## src/rtl/inst_sequencer_pkg.sv

```systemverilog
// inst_sequencer_pkg - shared constants, field positions and state encoding
// for the microcoded instruction sequencer.
package inst_sequencer_pkg;

    // Sequencer opcodes held in the top nibble of each program word
    localparam logic [3:0] SEQ_NOP  = 4'd0;
    localparam logic [3:0] SEQ_RUN  = 4'd1;
    localparam logic [3:0] SEQ_JMP  = 4'd2;
    localparam logic [3:0] SEQ_LDC  = 4'd3;
    localparam logic [3:0] SEQ_DJNZ = 4'd4;
    localparam logic [3:0] SEQ_WAIT = 4'd5;
    localparam logic [3:0] SEQ_HLT  = 4'd6;

    // Program word field positions
    localparam int OPCODE_MSB  = 15;
    localparam int OPCODE_LSB  = 12;
    localparam int PAYLOAD_MSB = 11;
    localparam int PAYLOAD_LSB = 0;
    localparam int COUNT_MSB   = 7;
    localparam int COUNT_LSB   = 0;

    // Sequencer states; ST_STALL is only reachable in single-step builds
    typedef enum logic [2:0] {
        ST_IDLE,
        ST_FETCH,
        ST_EXEC,
        ST_WAIT,
        ST_HALT,
        ST_STALL
    } state_t;

endpackage

```

## src/rtl/inst_sequencer_counter.sv

```systemverilog
// inst_sequencer_counter - 8-bit loadable down-counter with a zero flag.
// Used both as the loop counter and as the WAIT countdown.
module inst_sequencer_counter
    import inst_sequencer_pkg::*;
(
    input  logic       clock,
    input  logic       reset,
    input  logic       load,
    input  logic [7:0] load_value,
    input  logic       dec,
    output logic [7:0] count,
    output logic       zero
);

    // Load takes priority over decrement; decrement wraps 0 -> 255
    always_ff @(posedge clock) begin
        if (reset) begin
            count <= 8'd0;
        end else if (load) begin
            count <= load_value;
        end else if (dec) begin
            count <= count - 8'd1;
        end
    end

    assign zero = (count == 8'd0);

endmodule

```

## src/rtl/inst_sequencer.sv

```systemverilog
// inst_sequencer - microcoded sequencer feeding RegBankS4's inst/inst_en pair
// from an external synchronous program ROM, one word every two cycles.
// Build macro INST_SEQUENCER_STEP_EN adds a 'step' input and a STALL state
// entered after every RUN dispatch, released by step.
module inst_sequencer
    import inst_sequencer_pkg::*;
#(
    parameter int ADDR_WIDTH = 8
) (
    input  logic                  clock,
    input  logic                  reset,
    input  logic                  run,
`ifdef INST_SEQUENCER_STEP_EN
    input  logic                  step,
`endif
    output logic [ADDR_WIDTH-1:0] rom_addr,
    input  logic [15:0]           rom_data,
    output logic [11:0]           inst,
    output logic                  inst_en,
    output logic                  busy,
    output logic                  halted,
    output logic                  error
);

    state_t                state;
    state_t                state_next;
    logic [ADDR_WIDTH-1:0] pc;
    logic [ADDR_WIDTH-1:0] pc_next;
    logic [11:0]           inst_next;
    logic                  inst_en_next;
    logic                  error_next;

    logic [3:0]            opcode;
    logic [11:0]           payload;
    logic [7:0]            count_byte;
    logic [ADDR_WIDTH-1:0] jump_target;

    logic                  cnt_load;
    logic                  cnt_dec;
    logic [7:0]            cnt_value;
    logic                  cnt_zero;
    logic                  wait_load;
    logic                  wait_dec;
    logic [7:0]            wait_value;
    logic                  wait_zero;

    assign opcode      = rom_data[OPCODE_MSB:OPCODE_LSB];
    assign payload     = rom_data[PAYLOAD_MSB:PAYLOAD_LSB];
    assign count_byte  = rom_data[COUNT_MSB:COUNT_LSB];
    assign jump_target = payload[ADDR_WIDTH-1:0];

    // The ROM address is the program counter itself, so the word for pc is
    // registered by the ROM at the end of FETCH and present during EXEC.
    assign rom_addr = pc;
    assign busy     = (state == ST_FETCH) || (state == ST_EXEC) ||
                      (state == ST_WAIT)  || (state == ST_STALL);
    assign halted   = (state == ST_HALT);

    inst_sequencer_counter loop_counter (
        .clock      (clock),
        .reset      (reset),
        .load       (cnt_load),
        .load_value (count_byte),
        .dec        (cnt_dec),
        .count      (cnt_value),
        .zero       (cnt_zero)
    );

    inst_sequencer_counter wait_counter (
        .clock      (clock),
        .reset      (reset),
        .load       (wait_load),
        .load_value (count_byte),
        .dec        (wait_dec),
        .count      (wait_value),
        .zero       (wait_zero)
    );

    // State register
    always_ff @(posedge clock) begin
        if (reset) begin
            state <= ST_IDLE;
        end else begin
            state <= state_next;
        end
    end

    // Program counter, dispatch outputs and sticky error flag
    always_ff @(posedge clock) begin
        if (reset) begin
            pc      <= '0;
            inst    <= 12'h000;
            inst_en <= 1'b0;
            error   <= 1'b0;
        end else begin
            pc      <= pc_next;
            inst    <= inst_next;
            inst_en <= inst_en_next;
            error   <= error_next;
        end
    end

    // Next-state and decode: the word is acted on in EXEC, dispatch lands
    // one cycle later alongside the following FETCH.
    always_comb begin
        state_next   = state;
        pc_next      = pc;
        inst_next    = inst;
        inst_en_next = 1'b0;
        error_next   = error;
        cnt_load     = 1'b0;
        cnt_dec      = 1'b0;
        wait_load    = 1'b0;
        wait_dec     = 1'b0;

        unique case (state)
            ST_IDLE: begin
                if (run) begin
                    state_next = ST_FETCH;
                    pc_next    = '0;
                end
            end
            ST_HALT: begin
                if (run) begin
                    state_next = ST_FETCH;
                    pc_next    = '0;
                    error_next = 1'b0;
                end
            end
            ST_FETCH: begin
                state_next = ST_EXEC;
            end
            ST_EXEC: begin
                state_next = ST_FETCH;
                pc_next    = pc + ADDR_WIDTH'(1);
                case (opcode)
                    SEQ_NOP: begin
                    end
                    SEQ_RUN: begin
                        inst_next    = payload;
                        inst_en_next = 1'b1;
`ifdef INST_SEQUENCER_STEP_EN
                        state_next   = ST_STALL;
`endif
                    end
                    SEQ_JMP: begin
                        pc_next = jump_target;
                    end
                    SEQ_LDC: begin
                        cnt_load = 1'b1;
                    end
                    SEQ_DJNZ: begin
                        cnt_dec = 1'b1;
                        // New count is cnt-1; a zero count wraps to 255 and still jumps
                        if (cnt_zero || (cnt_value != 8'd1)) begin
                            pc_next = jump_target;
                        end
                    end
                    SEQ_WAIT: begin
                        if (count_byte != 8'd0) begin
                            wait_load  = 1'b1;
                            state_next = ST_WAIT;
                        end
                    end
                    SEQ_HLT: begin
                        state_next = ST_HALT;
                    end
                    default: begin
                        error_next = 1'b1;
                        state_next = ST_HALT;
                    end
                endcase
            end
            ST_WAIT: begin
                // Counter holds the cycles still to spend here, including this one
                if (wait_zero || (wait_value == 8'd1)) begin
                    state_next = ST_FETCH;
                end else begin
                    wait_dec = 1'b1;
                end
            end
            ST_STALL: begin
`ifdef INST_SEQUENCER_STEP_EN
                if (step) begin
                    state_next = ST_FETCH;
                end
`else
                state_next = ST_FETCH;
`endif
            end
            default: begin
                state_next = ST_IDLE;
            end
        endcase
    end

endmodule

```

## config.mk

```make
export PLATFORM = sky130hd
export DESIGN_NAME = inst_sequencer
export DESIGN_NICKNAME = d
export VERILOG_FILES = /design/src/rtl/inst_sequencer_pkg.sv /design/src/rtl/inst_sequencer_counter.sv /design/src/rtl/inst_sequencer.sv
export SDC_FILE = /design/constraint.sdc
export NUM_CORES = 1
export LEC_CHECK = 0
export CAP_MARGIN = 20
export CELL_PAD_IN_SITES_DETAIL_PLACEMENT = 1
export CELL_PAD_IN_SITES_GLOBAL_PLACEMENT = 2
export CORE_UTILIZATION = 30
export CTS_CLUSTER_DIAMETER = 100
export CTS_CLUSTER_SIZE = 20
export DETAILED_ROUTE_END_ITERATION = 8
export PLACE_DENSITY = 0.74
export RECOVER_POWER = 100
export SETUP_SLACK_MARGIN = 0.5
export SYNTH_ARGS = -nofsm -noshare
export SYNTH_HDL_FRONTEND = slang
export SYNTH_HIERARCHICAL = 1
export SYNTH_SLANG_ARGS = --single-unit
```

## constraint.sdc

```tcl
create_clock -name clock -period 4.6 [get_ports clock]
set_input_delay 0.92 -clock clock [delete_from_list [all_inputs] [get_ports clock]]
set_output_delay 0.92 -clock clock [all_outputs]
set_load 0.005 [all_outputs]
```

Word level (Yosys, flattened, before mapping) --
Index checks and enable logic that the tools add are counted.
Storage, ports and cells: flip-flop bits (word level) 41, word-level logic and storage cells 76
Operators by class: $add $sub $neg 3, equality and inequality tests 17, muxes and demuxes 26, bitwise logic cells 1, reduce and logical (&&, ||, !) cells 22
Operators by type and width (count):
- $mux W8 | 6
- $pmux W8 S2 | 2
- $logic_not A8 Y1 | 2
- $sub A8 B1 Y8 const B | 2
- $pmux W3 S5 | 1
- $eq A4 B3 Y1 const B | 3
- $mux W1 | 12
- $add A8 B1 Y8 const B | 1
- $eq A4 B2 Y1 const B | 2
- $eq A8 B1 Y1 const B | 1
- $ne A8 B1 Y1 const B | 1
- $reduce_bool A2 Y1 | 4
- $reduce_bool A8 Y1 | 1
- $reduce_or A7 Y1 | 1
- $eq A3 B2 Y1 const B | 2
- $eq A3 B3 Y1 const B | 2
- $mux W3 | 2
- $pmux W3 S2 | 1
- $reduce_and A2 Y1 | 3
- $logic_or A1 B1 Y1 | 5
- $reduce_or A5 Y1 | 1
- $eq A4 B1 Y1 const B | 1
- $logic_not A4 Y1 | 1
- $ne A2 B1 Y1 const B | 2
- other kinds (8) | 10

Longest topological paths before layout --
depth in word-level cells 6, mapped depth 9, depth with buffers taken out 8

By module --
Netlist, hierarchy kept.
Modules (own cells, without submodules):
- inst_sequencer | instances 1, cells each 149, area an instance 1336.3 µm², seq. area each 500.5 µm²
- inst_sequencer_counter | instances 2, cells each 56, area an instance 473.0 µm², seq. area each 160.2 µm²

Worst setup path before layout --
No wires, ideal clock.
path type input -> register, from input rom_data[14], to register loop_counter.count[4], arrival time 2.795 ns, data required time 4.509 ns, setup slack 1.714 ns, stages on the path 8, path through clkbuf_1 > nand2b_1 > nor3_1 > nor3b_1 > buf_2 > nand2_1 > or4_2 > a311oi_1
On the way: cells in the longest elaborated chain, start to end 4, elaborated cells on any way between the ends 8, classes of those cells eq/ne (2); mux (5); reduce/logical (1)
RTL lines:
- start: declaration | RTL line inst_sequencer.sv:17 | input logic [15:0] rom_data,
- $eq A4 B3 Y1 | RTL line inst_sequencer.sv:136 | case (opcode)
- $mux W1 | RTL line inst_sequencer.sv:136
- $mux W1 | RTL line inst_sequencer.sv:116 | unique case (state)
- net cnt_dec | RTL line inst_sequencer.sv:39 | logic cnt_dec;
- $reduce_bool A2 Y1 (no line)
- end signal: assignment | RTL line inst_sequencer_counter.sv:20 | count <= load_value;
- end signal: assignment | RTL line inst_sequencer_counter.sv:22 | count <= count - 8'd1;
- end: declaration | RTL line inst_sequencer_counter.sv:11 | output logic [7:0] count,
The timed path passes the listed nets, and every way through them passes these cells. A chain may end at the register's enable or synchronous reset.

Worst setup path in the final report --
from input rom_data[15], to register wait_counter.count[2]
On the way: cells in the longest elaborated chain, start to end 4, elaborated cells on any way between the ends 5, classes of those cells eq/ne (1); mux (3); reduce/logical (1)
RTL lines:
- $eq A4 B3 Y1 (*) | RTL line inst_sequencer.sv:136
- $mux W1 (*) | RTL line inst_sequencer.sv:136
- $mux W1 (*) | RTL line inst_sequencer.sv:116
- net wait_load | RTL line inst_sequencer.sv:42 | logic wait_load;
- $mux W8 or $reduce_bool A2 Y1 (tied branches)
- end signal: assignment | RTL line inst_sequencer_counter.sv:20
- end signal: assignment | RTL line inst_sequencer_counter.sv:22
- end: declaration | RTL line inst_sequencer_counter.sv:11
Mark *: on every way through the listed nets, which the timed path passes. The rest lies on a longest branch.

==> flow_metrics.env <==
export IMPL_cts_root_buf="clkbuf_8"
export IMPL_instances_no_fill=397
export IMPL_p_clk_share_pct=42.0
export IMPL_p_comb_share_pct=9.0
export IMPL_portBuffers=42
export IMPL_cts_tree="built"
export IMPL_hold_ws_ps=497
export IMPL_synth_edf_count=0
export IMPL_post_route_util_pct=39.4
export IMPL_dp_cells=389
export IMPL_synthAdderAreaFrac_pct=2.74
export IMPL_grt_max_degree=39
export IMPL_synthArstFlopShare_pct=0
export IMPL_skew_ps=3.82
export IMPL_grt_pass1_wl_um=11000
export IMPL_met2_usage_pct=29.8
export IMPL_p_sw_uw=180
export IMPL_num_antenna_cells=0
export IMPL_synthTopCellsByArea="dfxtp_1 (36%), mux2i_1 (5.3%), nor2_1 (5.1%)"
export IMPL_drtPass1Iterations=4
export IMPL_relSlewSlack_pct=28.1
export IMPL_gp_congestion=0.809
export IMPL_synth_top_area_share_pct=36.0
export IMPL_power_leakage_nw=0.992
export IMPL_ys_ff_latch=41
export IMPL_drive_above_1_share_pct=7.05
export IMPL_grt_pass1_vias=2176
export IMPL_die_area_sq_mm=0.00796
export IMPL_yosysWarnings=6
export IMPL_nets=321
export IMPL_fin_crit_ps=3570
export IMPL_syn_nets=285
export IMPL_cp_end_kind="flop"
export IMPL_clk_latency_ps=290
export IMPL_vias_per_cell=5.37
export IMPL_htreeDepth=2
export IMPL_overflow=0
export IMPL_drcViolationCount=0
export IMPL_start_kind="primary input"
export IMPL_dp_slack_ps=1080
export IMPL_hold_class="flop to flop"
export IMPL_intPower_uw=564
export IMPL_fin_ws_ps=1030
export IMPL_yosys_area_share_simple_pct=27.6
export IMPL_row_count=31
export IMPL_vias=2133
export IMPL_die_x_um=89.2
export IMPL_critPathKind="primary input to flop"
export IMPL_p_total_uw=744
export IMPL_required_ps=4800
export IMPL_status="complete, no violations"
export IMPL_start_util_pct=31.3
export IMPL_wirelength_um=6750
export IMPL_antenna_found_initial=0
export IMPL_die_y_um=89.2
export IMPL_yosys_mux_area_fraction_pct=5.26
export IMPL_clk_path_buf_depth=2
export IMPL_critPathArrivalTime_ps=3770
export IMPL_synth_cell_types=53
export IMPL_layout_common_cells="dfxtp_1 (41), nor2_1 (31), dlygate4sd3_1 (27), nand2_1 (15), clkdlybuf4s50_1 (15)"
export IMPL_met3_usage_pct=4.16
export IMPL_syn_cell_area_sq_mm=0.00228
export IMPL_finalHoldViolations=0
export IMPL_wire_per_inst_um=17.0
export IMPL_grt_usage_pct=18.1
export IMPL_clk_pin_slew_worst_paths_ps=80
export IMPL_cts_buffers=5
export IMPL_final_cell_area_sq_mm=0.00287
export IMPL_peakVddDrop_mv=0.152
export IMPL_regToRegStartpoint="state[1]$_SDFFE_PP0P_"
export IMPL_worstHoldStart="inst[5]$_SDFFE_PP0P_"
export IMPL_cts_sinks=41
export IMPL_power_density_mw_per_mm2=259
export IMPL_seqPwrFrac_pct=49.0
export IMPL_use_met1_pct=24.0
export IMPL_cts_resized=0
export IMPL_synth_compound_area_share_pct=19.2
export IMPL_ys_seq_area_share_pct=36.0
export IMPL_max_cap_viol_count=0
export IMPL_syn_avg_cell_area_sq_um=8.74
export IMPL_synth_top_family_by_area="simple AND/OR/NAND/NOR gates"
export IMPL_cp_max_fo=12
export IMPL_crit_path_start="rom_data[15]"
export IMPL_p_sw_share_pct=24.2
export IMPL_dr_first_iter_drc_count=44
export IMPL_rsz0062_at_grt="no"
export IMPL_placeableCoreArea_sq_mm=0.00729
export IMPL_io_pins=43
export IMPL_finalMaxSlewViolations=0
export IMPL_mostFrequentLayoutCell="dfxtp_1"
export IMPL_fin_crit_sh_pct=77.7
export IMPL_tns_ps=0
export IMPL_postRouteAntennaNets=0
export IMPL_tightestPinTransition_ps=1070
export IMPL_fill_cells=903
export IMPL_post_cts_buffers=0
export IMPL_setup_violations=0
export IMPL_grt_busiest_layer="met2"
export IMPL_cts_hold_buf=0
export IMPL_dp_hpwl_um=4760
export IMPL_max_freq_ghz=0.280
export IMPL_dpl_cell_area_sq_mm=0.00277
export IMPL_synthXorXnorAreaFrac_pct=3.84
export IMPL_area_growth_pct=25.8
export IMPL_synth_top_area_cell="dfxtp_1"
export IMPL_synth_ff_type="dfxtp_1"
export IMPL_syn_inst=261
-- critical path: stages --
cell	delay [ps]
dlygate4sd3_1	620
or4b_1	640
a211oi_1	840
inv_1	420
a211oi_1	330
-- final timing paths --
| check | to | slack [ps] | cells after the start |
|---|---|---|---|
| worst max-delay path | wait_counter/count[2]$_SDFFE_PP0P_ | 1030 | 5 |
| worst min register to register | inst[5]$_SDFFE_PP0P_ | 500 | 2 |
| worst max register to register | wait_counter/count[2]$_SDFFE_PP0P_ | 1640 | 5 |
| worst min-delay path | inst[5]$_SDFFE_PP0P_ | 500 | 2 |
-- sequential cells by signal (all words and copies together), names as in the netlist --
register / cells
inst: 12
rom_addr: 8
loop_counter/count: 8
inst_en: 1
state: 3
wait_counter/count: 8
error: 1
-- routing by layer --
metal | wire [um] | vias up
met1 | 3300 | 1032
met3 | 246 | 4
met4 | 78 | 0
met2 | 3130 | 37
li1 | - | 1060
met5 | 0 | -
-- cells in the mapped netlist (3+ instances only) --
| library cell | n |
|---|---|
| a211oi_1 | 6 |
| a21oi_1 | 10 |
| a311oi_1 | 6 |
| a32oi_1 | 7 |
| buf_1 | 3 |
| buf_2 | 3 |
| clkbuf_1 | 7 |
| dfxtp_1 | 41 |
| ha_1 | 5 |
| inv_1 | 11 |
| mux2i_1 | 12 |
| nand2_1 | 15 |
| nand3_1 | 6 |
| nand4_1 | 5 |
| nor2_1 | 31 |
| nor3_1 | 9 |
| nor3b_1 | 6 |
| nor4_1 | 5 |
| nor4b_1 | 5 |
| o21ai_0 | 5 |
| o31ai_1 | 5 |
| or3_1 | 3 |
| or4_1 | 5 |
| xnor2_1 | 5 |
| xor2_1 | 5 |
-- area by class of cell --
class,count,area (sq um),share of cell area [%]
tap,99,124,4.31
inverter,11,41.3,1.44
multi-input combinational,193,1330,46.3
clock inverter,1,30.0,1.05
sequential,41,821,28.6
clock buffer,7,86.3,3.01
timing repair buffer,45,439,15.3
-- cells by family after synthesis --
group	count (synthesis)
and+or+nand+nor	108
DFF	41
AOI/OAI and AO/OA	58
xor gates and xnor gates	10
muxes	12
adders and majority gates	5
buffers and inverters	27
-- power groups by stage --
stage	clock (mW)	sequential (mW)	combinational (mW)
after floorplan	0	0.369	0.0349
after global placement	0	0.373	0.0690
after detailed placement	0	0.373	0.0696
after CTS	0.321	0.365	0.0698
after global routing	0.331	0.365	0.0735
final	0.312	0.364	0.0673
Note: power is estimated with default switching activity, not from simulation.
